--- src/rtl/regfile_write_arbiter.sv ---
// -----------------------------------------------------------------------------
// regfile_write_arbiter
//
// Shares the single register-file write port between NUM_REQ writeback
// sources (ALU, load unit, ...). Arbitration is round-robin. A requester may
// optionally lock the grant for a burst of up to MAX_BURST consecutive beats.
// The accepted write is registered for one cycle before it reaches the
// register file.
//
// Parameters
//   DATA_W     write data width
//   ADDR_W     register index width
//   NUM_REQ    number of requesters (2..4)
//   MAX_BURST  max consecutive grants to a locked requester (1..15)
//
// Ports
//   clk                 in   rising-edge clock
//   rst_n               in   asynchronous active-low reset
//   reqValid            in   [NUM_REQ]   requester i has a write pending
//   reqLock             in   [NUM_REQ]   requester i wants to keep the grant
//   reqData             in   [NUM_REQ*DATA_W] write data, slice i
//   reqReg              in   [NUM_REQ*ADDR_W] target register, slice i
//   reqReady            out  [NUM_REQ]   one-hot (or zero) grant, combinational
//   dataIn              out  [DATA_W]    registered write data
//   dataInRegister      out  [ADDR_W]    registered write index
//   enableSavingDataIn  out  1           registered write enable
//   burstActive         out  1           high while the arbiter is in a burst
//
// Optional feature macro: REGARB_HAZARD_EN
//   When defined, this adds the inputs dataOutRegisterA/B [ADDR_W] and the
//   combinational outputs hazardA/hazardB. hazardX flags a read port whose
//   index matches either a write accepted this cycle or the registered write
//   that the register file has not yet committed.
// -----------------------------------------------------------------------------
module regfile_write_arbiter #(
  parameter int DATA_W    = 32,
  parameter int ADDR_W    = 4,
  parameter int NUM_REQ   = 2,
  parameter int MAX_BURST = 4
) (
  input  logic                      clk,
  input  logic                      rst_n,
  input  logic [NUM_REQ-1:0]        reqValid,
  input  logic [NUM_REQ-1:0]        reqLock,
  input  logic [NUM_REQ*DATA_W-1:0] reqData,
  input  logic [NUM_REQ*ADDR_W-1:0] reqReg,
  output logic [NUM_REQ-1:0]        reqReady,
  output logic [DATA_W-1:0]         dataIn,
  output logic [ADDR_W-1:0]         dataInRegister,
  output logic                      enableSavingDataIn,
  output logic                      burstActive
`ifdef REGARB_HAZARD_EN
  ,
  input  logic [ADDR_W-1:0]         dataOutRegisterA,
  input  logic [ADDR_W-1:0]         dataOutRegisterB,
  output logic                      hazardA,
  output logic                      hazardB
`endif
);

  localparam int PTR_W = (NUM_REQ > 2) ? 2 : 1;

  typedef enum logic [0:0] {
    ARB_IDLE  = 1'b0,
    ARB_BURST = 1'b1
  } arb_state_e;

  arb_state_e               state_q;
  logic [PTR_W-1:0]         rr_ptr_q;
  logic [PTR_W-1:0]         owner_q;
  logic [3:0]               burst_cnt_q;
  logic [DATA_W-1:0]        data_q;
  logic [ADDR_W-1:0]        reg_q;
  logic                     we_q;
  logic                     burst_active_q;

  logic [NUM_REQ-1:0]       gnt_s;
  logic [PTR_W-1:0]         gnt_idx_s;
  logic                     gnt_found_s;
  logic [DATA_W-1:0]        gnt_data_s;
  logic [ADDR_W-1:0]        gnt_reg_s;
  logic [PTR_W-1:0]         rr_next_s;
  logic                     burst_last_s;

  // Index (base + ofs) mod NUM_REQ; ofs never exceeds NUM_REQ-1.
  function automatic logic [PTR_W-1:0] rr_index(input logic [PTR_W-1:0] base,
                                                input int ofs);
    int sum;
    sum = int'(base) + ofs;
    if (sum >= NUM_REQ) begin
      sum = sum - NUM_REQ;
    end else begin
      sum = sum;
    end
    return PTR_W'(sum);
  endfunction

  // Grant selection: in a burst only the owner can win, otherwise search
  // round-robin from rr_ptr_q. No grant at all while reset is asserted.
  always_comb begin
    gnt_idx_s   = '0;
    gnt_found_s = 1'b0;
    if (!rst_n) begin
      gnt_found_s = 1'b0;
    end else if (state_q == ARB_BURST) begin
      if (reqValid[owner_q]) begin
        gnt_idx_s   = owner_q;
        gnt_found_s = 1'b1;
      end else begin
        gnt_found_s = 1'b0;
      end
    end else begin
      for (int k = 0; k < NUM_REQ; k++) begin
        if (!gnt_found_s && reqValid[rr_index(rr_ptr_q, k)]) begin
          gnt_idx_s   = rr_index(rr_ptr_q, k);
          gnt_found_s = 1'b1;
        end else begin
          gnt_found_s = gnt_found_s;
        end
      end
    end
  end

  // One-hot grant vector and the selected write payload.
  always_comb begin
    gnt_s = '0;
    if (gnt_found_s) begin
      gnt_s[gnt_idx_s] = 1'b1;
    end else begin
      gnt_s = '0;
    end
    gnt_data_s = reqData[int'(gnt_idx_s)*DATA_W +: DATA_W];
    gnt_reg_s  = reqReg[int'(gnt_idx_s)*ADDR_W +: ADDR_W];
    rr_next_s  = rr_index(gnt_idx_s, 1);
  end

  // The current burst beat is the last one when the owner releases the lock
  // or the beat count reaches MAX_BURST.
  always_comb begin
    if (!reqLock[owner_q] || ((burst_cnt_q + 4'd1) >= 4'(MAX_BURST))) begin
      burst_last_s = 1'b1;
    end else begin
      burst_last_s = 1'b0;
    end
  end

  assign reqReady = gnt_s;

  // Arbiter FSM together with the registered write stage and status outputs.
  always_ff @(posedge clk or negedge rst_n) begin
    if (!rst_n) begin
      state_q        <= ARB_IDLE;
      rr_ptr_q       <= '0;
      owner_q        <= '0;
      burst_cnt_q    <= 4'd0;
      data_q         <= '0;
      reg_q          <= '0;
      we_q           <= 1'b0;
      burst_active_q <= 1'b0;
    end else begin
      we_q <= gnt_found_s;
      if (gnt_found_s) begin
        data_q <= gnt_data_s;
        reg_q  <= gnt_reg_s;
      end
      case (state_q)
        ARB_IDLE: begin
          if (gnt_found_s) begin
            rr_ptr_q <= rr_next_s;
            if (reqLock[gnt_idx_s] && (MAX_BURST > 1)) begin
              state_q        <= ARB_BURST;
              owner_q        <= gnt_idx_s;
              burst_cnt_q    <= 4'd1;
              burst_active_q <= 1'b1;
            end
          end
        end
        ARB_BURST: begin
          // rr_ptr_q stays put: it already points past the owner.
          if (!gnt_found_s || burst_last_s) begin
            state_q        <= ARB_IDLE;
            burst_cnt_q    <= 4'd0;
            burst_active_q <= 1'b0;
          end else begin
            burst_cnt_q <= burst_cnt_q + 4'd1;
          end
        end
        default: begin
          state_q        <= ARB_IDLE;
          burst_cnt_q    <= 4'd0;
          burst_active_q <= 1'b0;
        end
      endcase
    end
  end

  assign dataIn             = data_q;
  assign dataInRegister     = reg_q;
  assign enableSavingDataIn = we_q;
  assign burstActive        = burst_active_q;

`ifdef REGARB_HAZARD_EN
  // Read-after-write hazard flags for the two register-file read ports.
  always_comb begin
    if (!rst_n) begin
      hazardA = 1'b0;
      hazardB = 1'b0;
    end else begin
      hazardA = (gnt_found_s && (dataOutRegisterA == gnt_reg_s)) ||
                (we_q && (dataOutRegisterA == reg_q));
      hazardB = (gnt_found_s && (dataOutRegisterB == gnt_reg_s)) ||
                (we_q && (dataOutRegisterB == reg_q));
    end
  end
`endif

  regfile_write_arbiter_checker #(
    .NUM_REQ   (NUM_REQ),
    .MAX_BURST (MAX_BURST)
  ) u_checker (
    .clk         (clk),
    .rst_n       (rst_n),
    .reqValid    (reqValid),
    .reqReady    (reqReady),
    .burstCnt    (burst_cnt_q)
  );

endmodule

// -----------------------------------------------------------------------------
// regfile_write_arbiter_checker
//
// Grant-sanity properties for regfile_write_arbiter.
//
// Ports
//   clk, rst_n  clock and asynchronous active-low reset
//   reqValid    requester valid vector
//   reqReady    grant vector
//   burstCnt    current burst beat count
// -----------------------------------------------------------------------------
module regfile_write_arbiter_checker #(
  parameter int NUM_REQ   = 2,
  parameter int MAX_BURST = 4
) (
  input logic               clk,
  input logic               rst_n,
  input logic [NUM_REQ-1:0] reqValid,
  input logic [NUM_REQ-1:0] reqReady,
  input logic [3:0]         burstCnt
);

  a_grant_onehot: assert property (@(posedge clk) disable iff (!rst_n)
    $onehot0(reqReady))
    else $error("regarb: more than one grant");

  a_grant_valid: assert property (@(posedge clk) disable iff (!rst_n)
    ((reqReady & ~reqValid) == '0))
    else $error("regarb: grant to idle requester");

  a_burst_bound: assert property (@(posedge clk) disable iff (!rst_n)
    (burstCnt <= 4'(MAX_BURST)))
    else $error("regarb: burst count overrun");

endmodule
--- config.mk ---
export PLATFORM = sky130hd
export DESIGN_NAME = regfile_write_arbiter
export DESIGN_NICKNAME = d
export VERILOG_FILES = /design/src/rtl/regfile_write_arbiter.sv
export SDC_FILE = /design/constraint.sdc
export NUM_CORES = 1
export LEC_CHECK = 0
export ABC_CLOCK_PERIOD_IN_PS = 2800
export BUFFER_PORTS_ARGS = -buffer_cell sky130_fd_sc_hd__buf_2
export CAP_MARGIN = 30
export CELL_PAD_IN_SITES_DETAIL_PLACEMENT = 2
export CELL_PAD_IN_SITES_GLOBAL_PLACEMENT = 2
export CORE_ASPECT_RATIO = 0.7
export CORE_MARGIN = 4
export CORE_UTILIZATION = 28
export CTS_CLUSTER_DIAMETER = 120
export DETAILED_ROUTE_END_ITERATION = 8
export GPL_ROUTABILITY_DRIVEN = 0
export GPL_TIMING_DRIVEN = 0
export PLACE_DENSITY_LB_ADDON = 0.1
export SYNTH_ARGS = -nofsm -noshare
export SYNTH_HDL_FRONTEND = slang
export SYNTH_SLANG_ARGS = --single-unit
export TNS_END_PERCENT = 10
--- constraint.sdc ---
create_clock -name clk -period 2.8 [get_ports clk]
set_clock_uncertainty 0.05 [all_clocks]
set_input_delay 0 -clock clk [delete_from_list [all_inputs] [get_ports clk]]
set_output_delay 0 -clock clk [all_outputs]
set_load 0.02 [all_outputs]
==> key figures <==
Outcome
  – Status: finished clean

Route
  – DRT antenna net count: 0
  – # DRC: 0
  – Vias: between 2k and 2.5k
  – Final wirelength: approximately 10,000 um
  – Vias/cell: slightly below 5
  – Iter 0 DRT Violations: 116
  – DR pass1 iterations: 4
  – WL per Instance: ~22 um

Timing
  – Worst-Margin Slew: 588 ps
  – Tmin final: 2480 ps
  – Relative slew slack: 60.8%
  – Setup violation total in the final timing report: 0
  – Max Slew Vio Count: 0
  – Final Cycle Share: approximately nine tenths
  – Fmax: roughly 400 MHz
  – Hold Violations, Final: 0
  – Setup TNS Final: 0 ps
  – RSZ-0062 raised after global routing: false

Die
  – Io pins: around 120
  – Die X: ~110 um
  – Num rows: 25
  – Die H: about 80 um
  – Initial Utilization: about 30%
  – Die area: 0.00885 mm2
  – Core ar.: about 0.0070 mm2

Worst setup path
  – Worst EP arrival: around 2400 ps
  – WP data required: roughly 2800 ps
  – Slowest stage delay, CP: 530 ps
  – Endpoint class of the critical path: primary output
  – Startpoint types: input pin
  – Slowest CP cell: dlygate4sd3_1
  – Top cell by count, worst path: buf_4
  – CP Max Fanout: 25
  – Cell Chain, Critical Path: dlygate4sd3_1 -> clkbuf_4 -> buf_12 -> o21ai_0 -> a21oi_2 -> and2_1 -> buf_4 -> buf_4 -> buf_2
  – Critical path type: in2out

Pwr
  – Power Dens Cells: ~640 mW/mm2
  – PnR Total Power: between 2 and 2.5 mW
  – Net switching power of the design: ~0.88 mW
  – Leak: 1.74 nW
  – Sw frac: about 38%
  – Power share of the combinational group: a little over two fifths
  – Power share of the clock group: between 10% and 20%
  – Part of the power in registers: between 30 and 40%
  – Int Power: between 1 and 1.5 mW
  – Worst VDD drop: ~0.27 mV

Synth
  – Synthesized flop and latch total: 45
  – Synth Area per Inst: approximately 13 um2
  – Sequential share of the synthesized area: a little over half
  – Mapped cell area: 0.00207 mm2
  – Post-Synthesis Cells: roughly 170
  – Yosys Warn Count: 0
  – Syn_nets: 244
  – Synth unique cells: 28

Clocking
  – CTS tree: built
  – H-tree depth: 2
  – Total CTS buffers: 5
  – CTS Sinks: 45
  – Clock Path Buffers: 2
  – Clock transition at path regs: roughly 90 ps
  – CTS root buf: clkbuf_8
  – # Post-CTS Setup Buffers: 0
  – Worst-Skew Late Latency: 290 ps

Placement
  – Inst Count DP: between 300 and 400
  – # port buffers: around 120
  – DP HPWL: about 5700 um

Global route
  – Initial antenna violation count: 1
  – Number of global-route vias before repair: ~2.7k
  – Grt ovf: 0
  – Largest net degree at the start of global routing: 26
  – First-pass GRT wire length: about 16,000 um
  – Gr usage total: roughly a quarter

Cells and area
  – Proportion of layout cells with a drive suffix above 1: approximately two fifths
  – Synthesis-to-finish area growth: 76.4%
  – FILL cells: between 700 and 800
  – Final nets: approximately 450
  – Non-filler cells, final: about 460
  – FF+latch area: approximately 0.0011 mm2
  – Footprint of the multi-input gates: between 800 and 900 um2

Worst hold path
  – Worst min path class: in2reg

Flow run
  – MaxCap Viol Count: 0
-- state kept, by name (all words and copies together) (netlist names) --
signal and cells:
owner_q 1, enableSavingDataIn 1, state_q 1, burst_cnt_q 4
dataInRegister 4, burstActive 1, rr_ptr_q 1, dataIn 32
-- Yosys cell counts --
library cell,count,share of area (%)
nand4_4,1,1.0
xnor2_1,1,0.42
mux2i_1,1,0.48
a21oi_1,2,0.48
inv_2,1,0.18
a41o_1,1,0.48
buf_4,4,1.5
nor2b_1,37,11
o211ai_1,2,0.73
or3b_4,1,0.54
clkbuf_1,3,0.54
ha_1,1,0.60
buf_6,4,2.2
buf_2,2,0.48
o221ai_1,1,0.42
dfrtp_1,45,54
a221o_1,36,17
a211o_1,1,0.42
and4_1,1,0.42
o21ai_0,3,0.73
inv_1,1,0.18
nand2b_1,3,0.91
mux2_2,2,1.1
and2_1,3,0.91
o2bb2ai_1,1,0.42
a31oi_1,3,0.91
o2111ai_1,1,0.42
nand2_1,3,0.54
-- cells by family (layout without fill, tap and decap cells) --
kind of cell / count (synthesis) / count (layout) / synth area share [%]
flops: 45 / 45 / 54.4
xor+xnor: 1 / 1 / 0.423
buf+inv: 15 / 216 / 5.02
simple gates: 49 / 49 / 15.5
mux: 3 / 3 / 1.57
fa+ha+maj: 1 / 1 / 0.604
other cells: 0 / 2 / 0
compound gates: 51 / 51 / 22.4
-- worst paths after layout --
check	start	end	slack [ps]	cells after the start
setup / recovery	rst_n	reqReady[0]	320	9
hold / removal	reqLock[0]	burst_cnt_q[1]	50	3
setup reg to reg	owner_q	dataIn[5]	730	5
hold reg to reg	burst_cnt_q[3]	burst_cnt_q[3]	480	1
max in group asynchronous	rst_n	dataIn[13]	2070	3
min in group asynchronous	rst_n	dataIn[24]	140	2
-- cells in the final DEF, fill, tap and decap left out, types with 3 or more instances in the layout --
cell	instances
buf_2	118
dlygate4sd3_1	76
dfrtp_1	45
nor2b_1	37
a221o_1	36
clkbuf_8	6
buf_6	4
buf_4	4
clkbuf_1	4
o21ai_0	3
nand2b_1	3
and2_1	3
a31oi_1	3
nand2_1	3
-- through the flow --
step / utilization, % / instance area, um2 / setup WS (ps) / hold WS (ps)
detailed placement: 40.0 / 2790 / 432 / 3.25
finish: 52.3 / 3650 / 321 / 52.6
global route: 52.3 / 3650 / 112 / 77.4
floorplan: - / 2070 / 1010 / -346
CTS: 52.2 / 3640 / 70.3 / 48.4
global placement: 39.7 / 2770 / 68.9 / 179
-- worst max-delay path, delay by kind of cell --
kind / cells / cell delay (ps)
compound gates: 2 / 430
buf+inv: 6 / 1760
simple gates: 1 / 210
-- cell type report --
| class | instances | area share, % |
|---|---|---|
| Antenna cell | 2 | 0.137 |
| Buffer | 13 | 2.64 |
| Clock buffer | 7 | 2.36 |
| Inverter | 2 | 0.206 |
| Multi-Input combinational cell | 105 | 23.1 |
| Sequential cell | 45 | 30.8 |
| Tap cell | 94 | 3.22 |
| Timing Repair Buffer | 194 | 37.5 |
-- layer usage --
| layer | up-vias | GRT usage, % | wire length (um) |
|---|---|---|---|
| met1 | 1169 | 26.6 | 4050 |
| met4 | 0 | 5.41 | 171 |
| li1 | 1032 | - | - |
| met2 | 72 | 47.1 | 5690 |
| met3 | 13 | 5.30 | 422 |
| met5 | - | 0 | 0 |
-- power by group through the flow --
stage          combinational [mW]  clock, mW  sequential [mW]
6_report                    0.972      0.433            0.918
5_1_grt                      1.04      0.480            0.940
2_1_floorplan               0.338          0             1.08
3_3_place_gp                0.820          0            0.904
4_1_cts                     0.933      0.432            0.902
3_5_place_dp                0.841          0            0.908
-- what timing repair did --
item | CTS | global route
gates resized for setup | 0 | 2
hold endpoints to repair | 62 | 0
endpoints found under the setup margin | 0 | 31
hold buffers | 76 | 0
Power figures use the tool's default switching activity.
